**config.mk**
```make
export PLATFORM = sky130hd
export DESIGN_NAME = mem_burst_master
export DESIGN_NICKNAME = d
export VERILOG_FILES = /design/src/rtl/mem_burst_master.sv
export SDC_FILE = /design/constraint.sdc
export NUM_CORES = 1
export LEC_CHECK = 0
export CORE_MARGIN = 2
export CORE_UTILIZATION = 65
export CTS_BUF_LIST = sky130_fd_sc_hd__clkbuf_8
export DETAILED_ROUTE_END_ITERATION = 8
export GPL_TIMING_DRIVEN = 0
export PLACE_DENSITY = 0.88
export SYNTH_ARGS = -nofsm -noshare
export SYNTH_HDL_FRONTEND = slang
export SYNTH_SLANG_ARGS = --single-unit
```
**constraint.sdc**
```tcl
create_clock -name clock -period 8.9 [get_ports clock]
set_input_delay 1.78 -clock clock [delete_from_list [all_inputs] [get_ports clock]]
set_output_delay 1.78 -clock clock [all_outputs]
set_load 0.05 [all_outputs]
```
**src/rtl/mem_burst_master.sv**
```systemverilog
// mem_burst_master: accepts single/burst read and write commands from a client
// and turns them into burst accesses on the mainMem port.
//
// Ports
//   clock, reset                      system clock, async active-high reset
//   req_valid/req_ready               command handshake
//   req_wr, req_addr, req_size        command: direction, byte address, length code
//   wdata/wdata_valid/wdata_ready     client write-word stream (buffered before issue)
//   rdata/rdata_valid                 read-word stream, no backpressure
//   done, err                         one-cycle pulses: completed / rejected command
//   mem_addr, mem_data_in,
//   mem_acc_size, mem_wren,
//   mem_enable                        mainMem request side
//   mem_data_out, mem_busy            mainMem response side
//
// Every output is driven straight from a flop; the next-state block computes the
// value each output must show in the following cycle. Buses are MSB-first [0:n].
// READ_LAT must be at least 1.

module mem_burst_master #(
   parameter int unsigned READ_LAT = 2
) (
   input  logic        clock,
   input  logic        reset,
   input  logic        req_valid,
   output logic        req_ready,
   input  logic        req_wr,
   input  logic [0:31] req_addr,
   input  logic [0:1]  req_size,
   input  logic [0:31] wdata,
   input  logic        wdata_valid,
   output logic        wdata_ready,
   output logic [0:31] rdata,
   output logic        rdata_valid,
   output logic        done,
   output logic        err,
   output logic [0:31] mem_addr,
   output logic [0:31] mem_data_in,
   output logic [0:1]  mem_acc_size,
   output logic        mem_wren,
   output logic        mem_enable,
   input  logic [0:31] mem_data_out,
   input  logic        mem_busy
);

   typedef enum logic [2:0] {
      StIdle, StWfill, StWissue, StWburst, StRissue, StRwait, StRstream, StDone
   } state_e;

   localparam logic [7:0] LatLast = 8'(READ_LAT - 1);

   state_e      state_q, state_d;
   logic [3:0]  cnt_q, cnt_d;
   logic [7:0]  lat_q, lat_d;
   logic        drain_q, drain_d;
   logic [0:31] addr_q, addr_d;
   logic [0:1]  size_q, size_d;
   logic [3:0]  n_last;
   logic        wbuf_we;
   logic [0:31] wbuf_q [16];

   logic        req_ready_q, req_ready_d;
   logic        wdata_ready_q, wdata_ready_d;
   logic [0:31] rdata_q, rdata_d;
   logic        rdata_valid_q, rdata_valid_d;
   logic        done_q, done_d;
   logic        err_q, err_d;
   logic [0:31] mem_addr_q, mem_addr_d;
   logic [0:31] mem_data_in_q, mem_data_in_d;
   logic [0:1]  mem_acc_size_q, mem_acc_size_d;
   logic        mem_wren_q, mem_wren_d;
   logic        mem_enable_q;

   // Index of the last word of the latched burst (N-1).
   always_comb begin
      n_last = 4'd0;
      unique case (size_q)
         2'b00: n_last = 4'd0;
         2'b01: n_last = 4'd3;
         2'b10: n_last = 4'd7;
         2'b11: n_last = 4'd15;
      endcase
   end

   always_comb begin
      state_d        = state_q;
      cnt_d          = cnt_q;
      lat_d          = lat_q;
      drain_d        = drain_q;
      addr_d         = addr_q;
      size_d         = size_q;
      wbuf_we        = 1'b0;
      req_ready_d    = 1'b0;
      wdata_ready_d  = 1'b0;
      rdata_d        = rdata_q;
      rdata_valid_d  = 1'b0;
      done_d         = 1'b0;
      err_d          = 1'b0;
      mem_addr_d     = mem_addr_q;
      mem_data_in_d  = mem_data_in_q;
      mem_acc_size_d = mem_acc_size_q;
      mem_wren_d     = 1'b0;

      unique case (state_q)
         StIdle: begin
            req_ready_d = 1'b1;
            if (req_valid && req_ready_q) begin
               if (req_addr[30:31] != 2'b00) begin
                  err_d = 1'b1;
               end else begin
                  addr_d      = req_addr;
                  size_d      = req_size;
                  cnt_d       = 4'd0;
                  req_ready_d = 1'b0;
                  if (req_wr) begin
                     state_d       = StWfill;
                     wdata_ready_d = 1'b1;
                  end else begin
                     state_d = StRissue;
                  end
               end
            end
         end
         StWfill: begin
            wdata_ready_d = 1'b1;
            if (wdata_valid && wdata_ready_q) begin
               wbuf_we = 1'b1;
               if (cnt_q == n_last) begin
                  cnt_d         = 4'd0;
                  wdata_ready_d = 1'b0;
                  state_d       = StWissue;
               end else begin
                  cnt_d = cnt_q + 4'd1;
               end
            end
         end
         StWissue: begin
            if (!mem_busy) begin
               state_d        = StWburst;
               mem_wren_d     = 1'b1;
               mem_addr_d     = addr_q;
               mem_acc_size_d = size_q;
               mem_data_in_d  = wbuf_q[0];
            end
         end
         StWburst: begin
            // cnt_q is the index of the word on mem_data_in this cycle.
            if (cnt_q == n_last) begin
               state_d = StDone;
               done_d  = 1'b1;
               cnt_d   = 4'd0;
            end else begin
               cnt_d         = cnt_q + 4'd1;
               mem_wren_d    = 1'b1;
               mem_data_in_d = wbuf_q[cnt_q + 4'd1];
            end
         end
         StRissue: begin
            // The address cycle is the first RWAIT cycle, when the flops show it.
            if (!mem_busy) begin
               state_d        = StRwait;
               mem_addr_d     = addr_q;
               mem_acc_size_d = size_q;
               lat_d          = 8'd0;
            end
         end
         StRwait: begin
            if (lat_q == LatLast) begin
               state_d = StRstream;
               cnt_d   = 4'd0;
               drain_d = 1'b0;
            end else begin
               lat_d = lat_q + 8'd1;
            end
         end
         StRstream: begin
            // One extra cycle after the last sample lets the last rdata show
            // before done.
            if (drain_q) begin
               state_d = StDone;
               done_d  = 1'b1;
               drain_d = 1'b0;
            end else begin
               rdata_d       = mem_data_out;
               rdata_valid_d = 1'b1;
               if (cnt_q == n_last) begin
                  drain_d = 1'b1;
                  cnt_d   = 4'd0;
               end else begin
                  cnt_d = cnt_q + 4'd1;
               end
            end
         end
         StDone: begin
            state_d     = StIdle;
            req_ready_d = 1'b1;
         end
      endcase
   end

   always_ff @(posedge clock or posedge reset) begin
      if (reset) begin
         state_q        <= StIdle;
         cnt_q          <= 4'd0;
         lat_q          <= 8'd0;
         drain_q        <= 1'b0;
         addr_q         <= '0;
         size_q         <= 2'b00;
         req_ready_q    <= 1'b0;
         wdata_ready_q  <= 1'b0;
         rdata_q        <= '0;
         rdata_valid_q  <= 1'b0;
         done_q         <= 1'b0;
         err_q          <= 1'b0;
         mem_addr_q     <= '0;
         mem_data_in_q  <= '0;
         mem_acc_size_q <= 2'b00;
         mem_wren_q     <= 1'b0;
         mem_enable_q   <= 1'b0;
      end else begin
         state_q        <= state_d;
         cnt_q          <= cnt_d;
         lat_q          <= lat_d;
         drain_q        <= drain_d;
         addr_q         <= addr_d;
         size_q         <= size_d;
         req_ready_q    <= req_ready_d;
         wdata_ready_q  <= wdata_ready_d;
         rdata_q        <= rdata_d;
         rdata_valid_q  <= rdata_valid_d;
         done_q         <= done_d;
         err_q          <= err_d;
         mem_addr_q     <= mem_addr_d;
         mem_data_in_q  <= mem_data_in_d;
         mem_acc_size_q <= mem_acc_size_d;
         mem_wren_q     <= mem_wren_d;
         mem_enable_q   <= 1'b1;
      end
   end

   // Write buffer needs no reset: it is always filled before it is read.
   always_ff @(posedge clock) begin
      if (wbuf_we) begin
         wbuf_q[cnt_q] <= wdata;
      end
   end

   assign req_ready    = req_ready_q;
   assign wdata_ready  = wdata_ready_q;
   assign rdata        = rdata_q;
   assign rdata_valid  = rdata_valid_q;
   assign done         = done_q;
   assign err          = err_q;
   assign mem_addr     = mem_addr_q;
   assign mem_data_in  = mem_data_in_q;
   assign mem_acc_size = mem_acc_size_q;
   assign mem_wren     = mem_wren_q;
   assign mem_enable   = mem_enable_q;

endmodule
```
==> run metrics <==
outcome=finished, final reports clean; Filler Cells Inserted=1924; Root Driver=clkbuf_8; Clock Latency Late Sink=0.68 ns; core area=0.03964 mm2; Tot GR Track Use=31.36%; clock sink count=667; CP arrival=4.96 ns; drt drc=0; Tightest Pin Transition=1.027 ns; Ys Warns=0; 1st-pass router iterations=8; Syn Inst Count=1343; Crit Path Category=in2reg; CP max stage delay=0.85 ns; Synth Flop Type=edfxtp_1; Post-DRT Antenna Nets=0; Reg2Reg Depth=7; Final Cycle Share=51.76%; Via-to-Cell Ratio=6.559; Seq/Total Area, Yosys=73.95%; crit path time final=4.607 ns; number of library cell types mapped by synthesis=55; Die W=204.1 um; Worst EP required=9.26 ns; Cell Area, Synth=0.02604 mm2; Overall Power=9805 uW; Rows=73; hold-fix buffer count after cts=0; worst path bufs/invs=3; WL per Instance=27.81 um; # H-tree levels=3; commonest non-fill, non-tap cell in the layout=edfxtp_1; most frequent cells in the layout=edfxtp_1 (512), clkdlybuf4s50_1 (208), dfrtp_1 (155); worst setup skew after layout=0.03506 ns; area grow syn2layout=20.18%; highest clock rate=0.2171 GHz; share of cells above drive strength 1=25.30%; RSZ-0062 raised after global routing=no; first-pass GRT wire length=94.72 mm; family with the most delay on the worst path=simple AND/OR/NAND/NOR gates; crit-path cells=clkdlybuf4s50_1, nand2_1, nor4b_1, nand2_1, nor3_2, buf_6, buf_6; Post-CTS Resized=0; #FFs+latches synth=667; worst-path maximum fanout=9; Worst setup SP type=input pin; worst vdd ir=162.0 uV; syn nets=1453; power density cells=313.4 mW/mm2; clock buffer count from CTS=99; post-CTS setup repair buffer count=0; Worst-path clk slew=0.06 ns; CTS tree=yes; setup tns final=0 ns; Slowest cell on crit path=nor4b_1; syn avg cell area=19.39 um2; max_slew headroom=31.53%; leakage=0.01082 uW; WP depth=7; Min-Delay Path Class=reg2reg; setup violators final=0; Async S/R FF share, synth=23.24%; vias in the first global route=15.52k; die area=0.04167 mm2; IO Count=209; final hold vios=0; clock tree buffer depth=3; antenna violations before repair=2; die height=204.1 um; Initial Util=65.68%; Nets=1789; placed wire-length estimate=40.56 mm; initial DRC count=1896; number of synthesized flops with an enable pin=512; largest net degree at the start of global routing=89; total gr overflow=0; WHS Path Cells=1; Max Slew Vio Count=0; maxcap violations=0; crit path capture type=flip-flop; final WL=63.66 mm; GP Congestion=0.8353; via count=15.01k; PortBufs=208
cell usage after synthesis (all sizes together), types with 2 or more instances:
master	n	area, um2
o2bb2ai	2	17.52
nor4	3	18.77
nor2b	5	31.28
o21ai	36	180.2
a21oi	39	195.2
o21a	34	255.2
nor2	24	90.09
mux2	98	1104
xnor2	4	53.81
mux4	128	2883
nand4	2	12.51
dfrtp	155	3879
mux2i	33	330.3
nor3	6	30.03
nor4b	2	17.52
inv	9	33.78
edfxtp	512	15370
nand2	79	296.5
buf	40	271.5
xor2	5	43.79
or3	3	23.77
o221a	2	22.52
ha	6	75.07
and2	4	25.02
o21bai	2	15.01
o32a	32	320.3
nand2b	9	56.30
nand3	8	45.04
and3	2	12.51
clkbuf	37	138.9
a311oi	2	17.52
o22ai	3	18.77
path summary, 6_finish.rpt:
check	from	to	slack, ns
setup / recovery	wdata_valid	wbuf_q[1][17]	4.29
hold / removal	addr_q[16]	mem_addr[16]	0.49
setup reg to reg	state_q[2]	wbuf_q[1][17]	5.06
hold reg to reg	addr_q[16]	mem_addr[16]	0.49
max in group asynchronous	reset	mem_addr[19]	6.46
min in group asynchronous	reset	mem_data_in[0]	1.57
sequential cells by signal (all words and copies together), names as in the netlist, 2 cells and up:
signal        count
addr_q           32
cnt_q             4
lat_q             8
mem_acc_size      2
mem_addr         32
mem_data_in      32
rdata            32
size_q            2
state_q           3
wbuf_q          512
final cells by class:
class	count	area (um2)	area share, %
plain buffers	77	410.4	1.312
flip-flops and latches	667	19250	61.53
multi-input cells	589	6445	20.60
diodes	1	2.502	0.007997
clock inverters	74	419.2	1.340
well taps	525	656.9	2.099
inverters	10	45.04	0.1440
repair buffers	235	2530	8.085
clock buffers	111	1528	4.882
kinds of logic (layout without fill, tap and decap cells):
family	Yosys count	count (layout)	synth area share, %
DFF	667	667	73.95
other	1	2	0.01440
AOI/OAI and AO/OA	161	161	4.349
xor gates and xnor gates	9	9	0.3749
adders and majority gates	6	6	0.2883
and+or+nand+nor	153	153	2.725
buffers and inverters	87	507	1.720
muxes	259	259	16.58
layer usage:
layer,global-route usage (%),wire (um),vias up
met2,51.10,31520,1152
met1,41.12,22250,7577
met3,6.967,7075,208
li1,-,-,6075
met4,14.36,2802,2
met5,0,11,-
power by group:
part,leakage [uW],switching (uW),internal [uW]
clock network,0.00111,1140,1260
registers,0.00654,214,3670
logic,0.00317,2080,1440
through the flow:
step	area (um2)	cells	util, %	hold slack, ns	setup WS (ns)
final	31290	2289	78.93	0.4896	4.293
after global routing	31290	2289	78.93	0.5093	4.263
after CTS	31290	2288	78.93	0.4984	4.427
after detailed placement	29340	2103	74.02	0.4892	3.786
after global placement	28780	2076	72.59	0.4664	0.6151
after floorplan	26040	1343	-	0.4494	2.942
Power figures use the tool's default switching activity.
